--- config.mk ---
export PLATFORM = sky130hd
export DESIGN_NAME = i2c_master_burst_ctrl
export DESIGN_NICKNAME = d
export VERILOG_FILES = /design/src/rtl/i2c_master_burst_ctrl.sv
export SDC_FILE = /design/constraint.sdc
export NUM_CORES = 1
export LEC_CHECK = 0
export ABC_AREA = 1
export CORE_UTILIZATION = 45
export CTS_CLUSTER_DIAMETER = 200
export DETAILED_ROUTE_END_ITERATION = 10
export DONT_BUFFER_PORTS = 1
export GPL_ROUTABILITY_DRIVEN = 0
export SYNTH_ARGS = -nofsm -noshare
export SYNTH_HDL_FRONTEND = slang
export SYNTH_SLANG_ARGS = --single-unit
export TNS_END_PERCENT = 5
--- constraint.sdc ---
create_clock -name clk -period 3 [get_ports clk]
set_input_delay 0.15 -clock clk [delete_from_list [all_inputs] [get_ports clk]]
set_output_delay 0.15 -clock clk [all_outputs]
set_load 0.05 [all_outputs]
--- src/rtl/i2c_master_burst_ctrl.sv ---
// ---------------------------------------------------------------------------
// i2c_master_burst_ctrl
//
// Byte-level I2C master sequencer. It accepts one burst request, optionally
// issues START, and then moves up to NBYTES bytes through a bit-level
// controller one bit command at a time. It finishes with an optional STOP.
//
// Build option:
//   I2C_BURST_NACK_ABORT_EN - when defined, a slave NACK on any written byte
//                             abandons the remaining bytes and always issues
//                             STOP. When undefined, every byte is written,
//                             and any NACK is still reported in nack_err.
//
// Ports:
//   clk        system clock, rising edge
//   Reset_n    asynchronous active-low reset
//   rst        synchronous active-high soft reset (beats i2c_al and cmd_valid)
//   cmd_valid / cmd_ready           burst request handshake (ready only in IDLE)
//   cmd_start, cmd_stop             issue START before / STOP after the bytes
//   cmd_read, cmd_write             direction (both set -> read, neither -> no data)
//   cmd_len    byte count minus 1
//   wdata      write bytes, byte k at [8k+7:8k], sent in order 0..cmd_len
//   rdata      read bytes, byte k at [8k+7:8k]; bytes above cmd_len are kept
//   done       one-cycle pulse when IDLE is re-entered after a burst
//   ack_out    last slave acknowledge bit seen on a write (1 = NACK)
//   nack_err   a written byte was NACKed during the last burst
//   al_err     one-cycle pulse, together with done, on arbitration loss
//   busy       high in every state except IDLE
//   core_cmd   bit-controller command: NOP 0000, START 0001, STOP 0010,
//              WRITE 0100, READ 1000; held until core_ack
//   core_txd   bit driven with WRITE commands
//   core_ack   bit-controller completion strobe
//   core_rxd   bit sampled by the bit controller
//   i2c_al     arbitration lost
// ---------------------------------------------------------------------------
module i2c_master_burst_ctrl #(
    parameter int unsigned NBYTES = 4,
    parameter int unsigned LEN_W  = 2
) (
    input  logic                  clk,
    input  logic                  Reset_n,
    input  logic                  rst,
    input  logic                  cmd_valid,
    output logic                  cmd_ready,
    input  logic                  cmd_start,
    input  logic                  cmd_stop,
    input  logic                  cmd_read,
    input  logic                  cmd_write,
    input  logic [LEN_W-1:0]      cmd_len,
    input  logic [8*NBYTES-1:0]   wdata,
    output logic [8*NBYTES-1:0]   rdata,
    output logic                  done,
    output logic                  ack_out,
    output logic                  nack_err,
    output logic                  al_err,
    output logic                  busy,
    output logic [3:0]            core_cmd,
    output logic                  core_txd,
    input  logic                  core_ack,
    input  logic                  core_rxd,
    input  logic                  i2c_al
);

    localparam logic [3:0] CMD_NOP   = 4'b0000;
    localparam logic [3:0] CMD_START = 4'b0001;
    localparam logic [3:0] CMD_STOP  = 4'b0010;
    localparam logic [3:0] CMD_WRITE = 4'b0100;
    localparam logic [3:0] CMD_READ  = 4'b1000;

    typedef enum logic [2:0] {
        S_IDLE,
        S_START,
        S_WRITE,
        S_READ,
        S_ACK,
        S_STOP
    } state_t;

    state_t              state;
    logic [LEN_W-1:0]    len_q;
    logic                stp_q;
    logic                rd_q;
    logic                wr_q;
    logic [8*NBYTES-1:0] wbuf;
    logic [7:0]          sh;
    logic [2:0]          bit_cnt;
    logic [LEN_W-1:0]    byte_cnt;
    logic                nack_seen;

    logic [LEN_W-1:0]    byte_nxt;
    logic                last;
    logic                f_rd;
    logic                f_wr;
    logic                f_stp;
    logic [7:0]          f_byte;
    logic [7:0]          wbyte_nxt;
    logic                enter_data;

    // In IDLE the request fields are still on the inputs. Use them directly
    // so that a burst without START can go straight to its first data bit.
    always_comb begin
        byte_nxt   = byte_cnt + 1'b1;
        last       = (byte_cnt == len_q);
        wbyte_nxt  = wbuf[{byte_nxt, 3'b000} +: 8];
        if (state == S_IDLE) begin
            f_rd   = cmd_read;
            f_wr   = cmd_write;
            f_stp  = cmd_stop;
            f_byte = wdata[7:0];
        end else begin
            f_rd   = rd_q;
            f_wr   = wr_q;
            f_stp  = stp_q;
            f_byte = wbuf[7:0];
        end
        enter_data = ((state == S_IDLE) && cmd_valid && !cmd_start) ||
                     ((state == S_START) && core_ack);
    end

    always_ff @(posedge clk or negedge Reset_n) begin
        if (!Reset_n) begin
            state     <= S_IDLE;
            core_cmd  <= CMD_NOP;
            core_txd  <= 1'b1;
            rdata     <= '0;
            done      <= 1'b0;
            ack_out   <= 1'b0;
            nack_err  <= 1'b0;
            al_err    <= 1'b0;
            busy      <= 1'b0;
            cmd_ready <= 1'b1;
            len_q     <= '0;
            stp_q     <= 1'b0;
            rd_q      <= 1'b0;
            wr_q      <= 1'b0;
            wbuf      <= '0;
            sh        <= '0;
            bit_cnt   <= '0;
            byte_cnt  <= '0;
            nack_seen <= 1'b0;
        end else if (rst) begin
            state     <= S_IDLE;
            core_cmd  <= CMD_NOP;
            core_txd  <= 1'b1;
            rdata     <= '0;
            done      <= 1'b0;
            ack_out   <= 1'b0;
            nack_err  <= 1'b0;
            al_err    <= 1'b0;
            busy      <= 1'b0;
            cmd_ready <= 1'b1;
            len_q     <= '0;
            stp_q     <= 1'b0;
            rd_q      <= 1'b0;
            wr_q      <= 1'b0;
            wbuf      <= '0;
            sh        <= '0;
            bit_cnt   <= '0;
            byte_cnt  <= '0;
            nack_seen <= 1'b0;
        end else if ((state != S_IDLE) && i2c_al) begin
            state     <= S_IDLE;
            core_cmd  <= CMD_NOP;
            core_txd  <= 1'b1;
            done      <= 1'b1;
            al_err    <= 1'b1;
            busy      <= 1'b0;
            cmd_ready <= 1'b1;
            nack_err  <= nack_seen;
        end else begin
            done   <= 1'b0;
            al_err <= 1'b0;

            case (state)
                S_IDLE: begin
                    if (cmd_valid) begin
                        len_q     <= cmd_len;
                        stp_q     <= cmd_stop;
                        rd_q      <= cmd_read;
                        wr_q      <= cmd_write & ~cmd_read;
                        wbuf      <= wdata;
                        byte_cnt  <= '0;
                        bit_cnt   <= '0;
                        nack_seen <= 1'b0;
                        nack_err  <= 1'b0;
                        if (cmd_start) begin
                            state     <= S_START;
                            core_cmd  <= CMD_START;
                            core_txd  <= 1'b1;
                            busy      <= 1'b1;
                            cmd_ready <= 1'b0;
                        end
                    end
                end

                S_START: ;  // exit handled by enter_data below

                S_WRITE: begin
                    if (core_ack) begin
                        bit_cnt <= bit_cnt + 3'd1;
                        if (bit_cnt == 3'd7) begin
                            // Release SDA and sample the slave acknowledge.
                            state    <= S_ACK;
                            core_cmd <= CMD_READ;
                            core_txd <= 1'b1;
                        end else begin
                            core_txd <= sh[6];
                            sh       <= {sh[6:0], 1'b0};
                        end
                    end
                end

                S_READ: begin
                    if (core_ack) begin
                        bit_cnt <= bit_cnt + 3'd1;
                        sh      <= {sh[6:0], core_rxd};
                        if (bit_cnt == 3'd7) begin
                            rdata[{byte_cnt, 3'b000} +: 8] <= {sh[6:0], core_rxd};
                            state    <= S_ACK;
                            core_cmd <= CMD_WRITE;
                            // Master NACKs only the final byte of a stopping read.
                            core_txd <= last ? stp_q : 1'b0;
                        end
                    end
                end

                S_ACK: begin
                    if (core_ack) begin
                        if (wr_q) begin
                            ack_out <= core_rxd;
                            if (core_rxd) begin
                                nack_seen <= 1'b1;
                            end
                        end
`ifdef I2C_BURST_NACK_ABORT_EN
                        if (wr_q && core_rxd) begin
                            state    <= S_STOP;
                            core_cmd <= CMD_STOP;
                            core_txd <= 1'b1;
                        end else
`endif
                        if (last) begin
                            if (stp_q) begin
                                state    <= S_STOP;
                                core_cmd <= CMD_STOP;
                                core_txd <= 1'b1;
                            end else begin
                                state     <= S_IDLE;
                                core_cmd  <= CMD_NOP;
                                core_txd  <= 1'b1;
                                busy      <= 1'b0;
                                cmd_ready <= 1'b1;
                                done      <= 1'b1;
                                nack_err  <= nack_seen | (wr_q & core_rxd);
                            end
                        end else begin
                            byte_cnt <= byte_nxt;
                            bit_cnt  <= '0;
                            if (rd_q) begin
                                state    <= S_READ;
                                core_cmd <= CMD_READ;
                                core_txd <= 1'b1;
                            end else begin
                                state    <= S_WRITE;
                                core_cmd <= CMD_WRITE;
                                core_txd <= wbyte_nxt[7];
                                sh       <= wbyte_nxt;
                            end
                        end
                    end
                end

                S_STOP: begin
                    if (core_ack) begin
                        state     <= S_IDLE;
                        core_cmd  <= CMD_NOP;
                        core_txd  <= 1'b1;
                        busy      <= 1'b0;
                        cmd_ready <= 1'b1;
                        done      <= 1'b1;
                        nack_err  <= nack_seen;
                    end
                end

                default: begin
                    state    <= S_IDLE;
                    core_cmd <= CMD_NOP;
                    core_txd <= 1'b1;
                end
            endcase

            // First phase after START, or straight from IDLE when no START is
            // requested. These assignments override the ones made above.
            if (enter_data) begin
                if (f_rd) begin
                    state     <= S_READ;
                    core_cmd  <= CMD_READ;
                    core_txd  <= 1'b1;
                    busy      <= 1'b1;
                    cmd_ready <= 1'b0;
                end else if (f_wr) begin
                    state     <= S_WRITE;
                    core_cmd  <= CMD_WRITE;
                    core_txd  <= f_byte[7];
                    sh        <= f_byte;
                    busy      <= 1'b1;
                    cmd_ready <= 1'b0;
                end else if (f_stp) begin
                    state     <= S_STOP;
                    core_cmd  <= CMD_STOP;
                    core_txd  <= 1'b1;
                    busy      <= 1'b1;
                    cmd_ready <= 1'b0;
                end else begin
                    state     <= S_IDLE;
                    core_cmd  <= CMD_NOP;
                    core_txd  <= 1'b1;
                    busy      <= 1'b0;
                    cmd_ready <= 1'b1;
                    done      <= 1'b1;
                end
            end
        end
    end

endmodule

Word-level counts from Yosys, hierarchy flattened
Cells that the tools add are included.
{ "word_totals": {"regBits": 97, "input_bits": 45, "out_inout_bits": 43, "wordCells": 253} }
{ "op_classes": {"addsub": 3, "n_eq_ne": 32, "shifts": 3, "muxes": 161, "bitwise": 4, "n_reduce_logical": 31} }
{ "ops": {"columns": ["operator", "count"], "rows": [
  ["32-bit two-way mux", 9],
  ["8-bit two-way mux", 12],
  ["1-bit two-way mux", 82],
  ["3-bit two-way mux", 21],
  ["4-bit two-way mux", 14],
  ["5-bit != test (second input constant)", 8],
  ["32-bit bitwise mux", 1],
  ["8-bit by 7-bit variable shift with 32-bit output (first input constant)", 1],
  ["32-bit by 6-bit variable part select with 8-bit output", 1],
  ["8-bit by 7-bit variable part select with 32-bit output", 1],
  ["4-bit case mux with 6 select lines", 1],
  ["8-bit case mux with 3 select lines", 1],
  ["2-bit two-way mux", 11],
  ["6-bit AND reduction", 3],
  ["4-bit != test (second input constant)", 4],
  ["3-bit != test (second input constant)", 5],
  ["3-bit case mux with 5 select lines", 1],
  ["7-bit AND reduction", 2],
  ["2-bit nonzero test", 7],
  ["5-bit by 1-bit != test with 1-bit output (second input constant)", 2],
  ["5-bit by 4-bit != test with 1-bit output (second input constant)", 2],
  ["3-bit equality test (second input constant)", 3],
  ["1-bit case mux with 3 select lines", 3],
  ["3-bit case mux with 3 select lines", 1],
  ["29 further kinds", 38]
]} }

Depth between registers and ports, before layout
{ "logic_depth": {"word_depth": 11, "depth_mapped": 14, "mapped_depth_nobuf": 13} }

Worst setup path after synthesis
Ideal clock, no wire load.
{ "synth_timing": {"kind": "register to register", "from": "reg byte_cnt[0]", "to": "reg rdata[25]", "setup_ns": 0.074, "arrival_time_ns": 2.068, "required_time_ns": 2.926, "setup_slack_ns": 0.858, "path_stages_with_launch": 8, "path_buffers": 2, "period_less_slack_ns": 2.142, "path_cell_list": "dfrtp_1 inv_1 clkbuf_1 ha_1 clkbuf_1 nor3_1 nand3_1 a21oi_2"} }
{ "synth_between": {"elab_chain_cells": 8, "elab_cells_between_ends": 9, "cone_classes": "add/sub: 1; shift: 2; mux: 6"} }
{ "synth_lines": {"columns": ["item", "line", "source"], "rows": [
  ["start, declared", "87", "logic [LEN_W-1:0] byte_cnt;"],
  ["start signal, assigned", "257", "byte_cnt <= byte_nxt;"],
  ["5-bit negator with 7-bit output (*)", "218", "rdata[{byte_cnt, 3'b000} +: 8] <= {sh[6:0], core_rxd};"],
  ["8-bit by 7-bit variable part select with 32-bit output / 8-bit by 7-bit variable shift with 32-bit output (equally long branches)", "218", null],
  ["32-bit bitwise mux (*)", "218", null],
  ["32-bit two-way mux (*)", "217", "if (bit_cnt == 3'd7) begin"],
  ["32-bit two-way mux (*)", "214", "if (core_ack) begin"],
  ["32-bit two-way mux (*)", "174", "case (state)"],
  ["32-bit two-way mux (*)", "161", "end else if ((state != S_IDLE) && i2c_al) begin"],
  ["32-bit two-way mux (*)", "141", "end else if (rst) begin"],
  ["end signal, assigned by index", "218", null],
  ["end, declared", "51", "output logic [8*NBYTES-1:0] rdata,"]
]} }
Mark *: on every way between the ends. The rest lies on a longest branch, timed or not. The select of a mux whose other input is x is not followed.
A chain may end at the register's enable or synchronous reset.

Final worst setup path
{ "layout_timing": {"from": "reg state[0]", "to": "reg wr_q"} }
{ "layout_between": {"elab_chain_cells": 4, "elab_cells_between_ends": 6, "cone_classes": "eq/ne: 1; reduce/logical: 5"} }
{ "layout_lines": {"columns": ["item", "line", "source"], "rows": [
  ["start, declared", "79", "state_t state;"],
  ["start signal, assigned", "122", "state <= S_IDLE;"],
  ["start signal, assigned", "142", "state <= S_IDLE;"],
  ["start signal, assigned", "162", "state <= S_IDLE;"],
  ["3-bit nonzero test", "161", null],
  ["1-bit logical AND", "161", null],
  ["2-bit != test (no line)", null, null],
  ["3-bit AND reduction (no line) (*)", null, null],
  ["end signal, assigned", "180", "wr_q <= cmd_write & ~cmd_read;"],
  ["end, declared", "83", "logic wr_q;"]
]} }
Mark *: on every way between the ends. The rest lies on a longest branch, timed or not.

==> impl_metrics.csv <==
group,metric,value,unit
yosys,async_reset_ff_share,100.0,%
final_layout,antenna_cells,0,
yosys,ys_seq_elements,96,
yosys,synthAdderAreaFrac,1.337,%
final_layout,drive_above_1_share,10.67,%
yosys,yosysSeqAreaShare,42.83,%
critical_path,start_kind,"flop",
clock_network,h-tree-depth,3,
clock_network,root_buffer,"clkbuf_16",
clock_network,cts_buffer_depth,2,
global_route,overflow,0,
clock_network,cts_buffers,9,
yosys,syn_nets,808,
yosys,synth_area_per_cell,7.416,sq um
timing,slew-limit-headroom,43.31,%
yosys,ys_types,41,
timing,max_freq,397.8,MHz
route,first_pass_iters,6,
critical_path,cp_max_fo,25,
timing,finalHoldViolCount,0,
route,wl_met3,1087,um
die,start_util,46.55,%
clock_network,clock_latency,350,ps
final_layout,final_nets,834,
pwr,power_density,903.4,nW/um^2
die,die_h,113.7,um
die,ios,88,
timing,min_period,2514,ps
yosys,yosysTopAreaCellShare,41.90,%
timing,tightest_slew,843.9,ps
clock_network,clk_pin_slew,70,ps
global_route,grt_max_degree,97,
route,drt_iter0_markers,407,
final_layout,fin_cells,955,
pwr,power,0.005840,W
placed_design,numPlacedInstances,897,
route,antenna_left,0,
global_route,grt_pass1_vias,4958,
final_layout,seqCellArea,2405,sq um
pwr,p_leak,2.943,nW
route,route.met2.wl,6892,um
die,dieWidth,113.7,um
yosys,synth_compound_area_share,16.69,%
yosys,yosys.area_share.simple,29.71,%
yosys,muxShareOfSynthArea,0,%
outcome,status,"completed",
timing,finalSetupTns,0,ps
placed_design,portBuffers,0,
die,dieArea,12930,sq um
global_route,grtUsageTotal,25.22,%
clock_network,cts_tree,"yes",
yosys,synthTopCellsByArea,"dfrtp_1 (42%), nand2_1 (12%), o21ai_0 (7.1%)",
critical_path,cp.required,3230,ps
route,via_count,5102,
final_layout,design_area,6465,sq um
global_route,antenna_found_initial,0,
placed_design,hpwl,10530,um
clock_network,clock_sinks,96,
min_path,hold_class,"primary input to flop",
final_layout,multi_input_area,2680,sq um
flow_run,cap_violations,0,
timing,rsz0062_at_grt,"no",
yosys,synthXorXnorAreaFrac,0,%
route,top_layer,"met4",
timing,worst_clock_skew,8.023,ps
clock_network,cts_setup_buffers,0,
global_route,grt_first_pass_wirelength,24980,um
timing,post-route-period-util,83.80,%
critical_path,critPathCaptureType,"flop",
route,drt-met1-wl,6753,um
yosys,synth_ff_type,"dfrtp_1",
yosys,yosysWarnings,0,
final_layout,fill_cells,1148,
route,drc,0,
route,via_per_inst,5.342,
die,core,12060,sq um
final_layout,final_common_cell,"nand2_1",
yosys,synth_largest_area_cell,"dfrtp_1",
route,wirelength,15180,um
pwr,peakVddDrop,0.3710,mV
timing,hold_ws,21.99,ps
yosys,synth_edf_count,0,
clock_network,holdBufCountCts,43,
yosys,syn_inst,757,
yosys,synth_top_family_by_area,"simple AND/OR/NAND/NOR gates",
critical_path,critPathKind,"flop to flop",
yosys,syn_area,5614,sq um
final_layout,most-common-layout-cells,"nand2_1 (182), dfrtp_1 (94), inv_1 (85), o21ai_0 (80), nand3_1 (76)",
clock_network,post_cts_resized,0,
critical_path,cp_data_arrival_time,2740,ps
timing,setup_viol,0,
die,fp-row-count,40,
placed_design,placed_cell_area,5697,sq um
route,avgRoutedWirePerCell,15.90,um
final_layout,area_growth,15.15,%
timing,drv_slew,0,
## cells in the mapped netlist (all sizes together), types with 2 or more instances
| cell | number |
|---|---|
| a21oi | 52 |
| buf | 14 |
| clkbuf | 20 |
| dfrtp | 94 |
| dfstp | 2 |
| ha | 6 |
| inv | 94 |
| nand2 | 189 |
| nand3 | 79 |
| nand3b | 2 |
| nand4 | 4 |
| nor2 | 77 |
| nor3 | 14 |
| o211ai | 5 |
| o21ai | 92 |
| o22ai | 2 |
| o31ai | 2 |
| or2 | 2 |
## critical path: stages, from the launching register on
cell and delay (ps):
dfrtp_1 480, nor2_4 210, nand2_8 170, o21ai_2 490
buf_4 350, o22ai_1 100, dlygate4sd3_1 570
## registers in the layout, indices dropped and copies added, names as in the netlist, 2 cells and up
| signal | cells |
|---|---|
| bit_cnt | 3 |
| byte_cnt | 2 |
| core_cmd | 4 |
| len_q | 2 |
| rdata | 32 |
| sh | 7 |
| state | 3 |
| wbuf | 32 |
## path summary, 6_finish.rpt
kind | startpoint | end | slack [ps] | cells past startpoint
max | state[0] | wr_q | 490 | 6
min | rst | done | 20 | 3
max reg2reg | state[0] | wr_q | 490 | 6
min reg2reg | wbuf[19] | wbuf[19] | 540 | 2
max in group asynchronous | Reset_n | cmd_ready | 2210 | 2
min in group asynchronous | Reset_n | rdata[10] | 370 | 2
## layout make-up
type | instances | area share [%]
clock buffers | 11 | 3.755
clock inverters | 4 | 1.200
inverters | 95 | 5.516
multi-input cells | 532 | 41.46
flip-flops and latches | 96 | 37.20
well taps | 168 | 3.251
repair buffers | 49 | 7.625
## where the power goes
part / internal [W] / switching [W]
Clock: 0.000754 / 0.000502
Sequential: 0.00160 / 0.000741
Combinational: 0.000692 / 0.00155
Total: 0.00305 / 0.00279
## routing by layer
layer	GRT usage, %	up-vias
met5	0	-
met4	11.40	0
met3	5.207	37
met2	39.39	202
met1	33.79	2351
li1	-	2512
## per-stage QoR
stage | worst slack, ps | util [%]
final | 486.1 | 53.60
after global routing | 298.1 | 53.60
after CTS | 489.1 | 53.60
after detailed placement | 779.8 | 47.23
after global placement | 825.2 | 47.23
after floorplan | 858.2 | -
## logic make-up (layout without fill, tap and decap cells)
logic type,after synthesis,in the layout
adders and majority gates,6,6
buffers and inverters,129,159
and+or+nand+nor,369,369
AOI/OAI and AO/OA,157,157
DFF,96,96
Note: power is estimated with default switching activity, not from simulation.
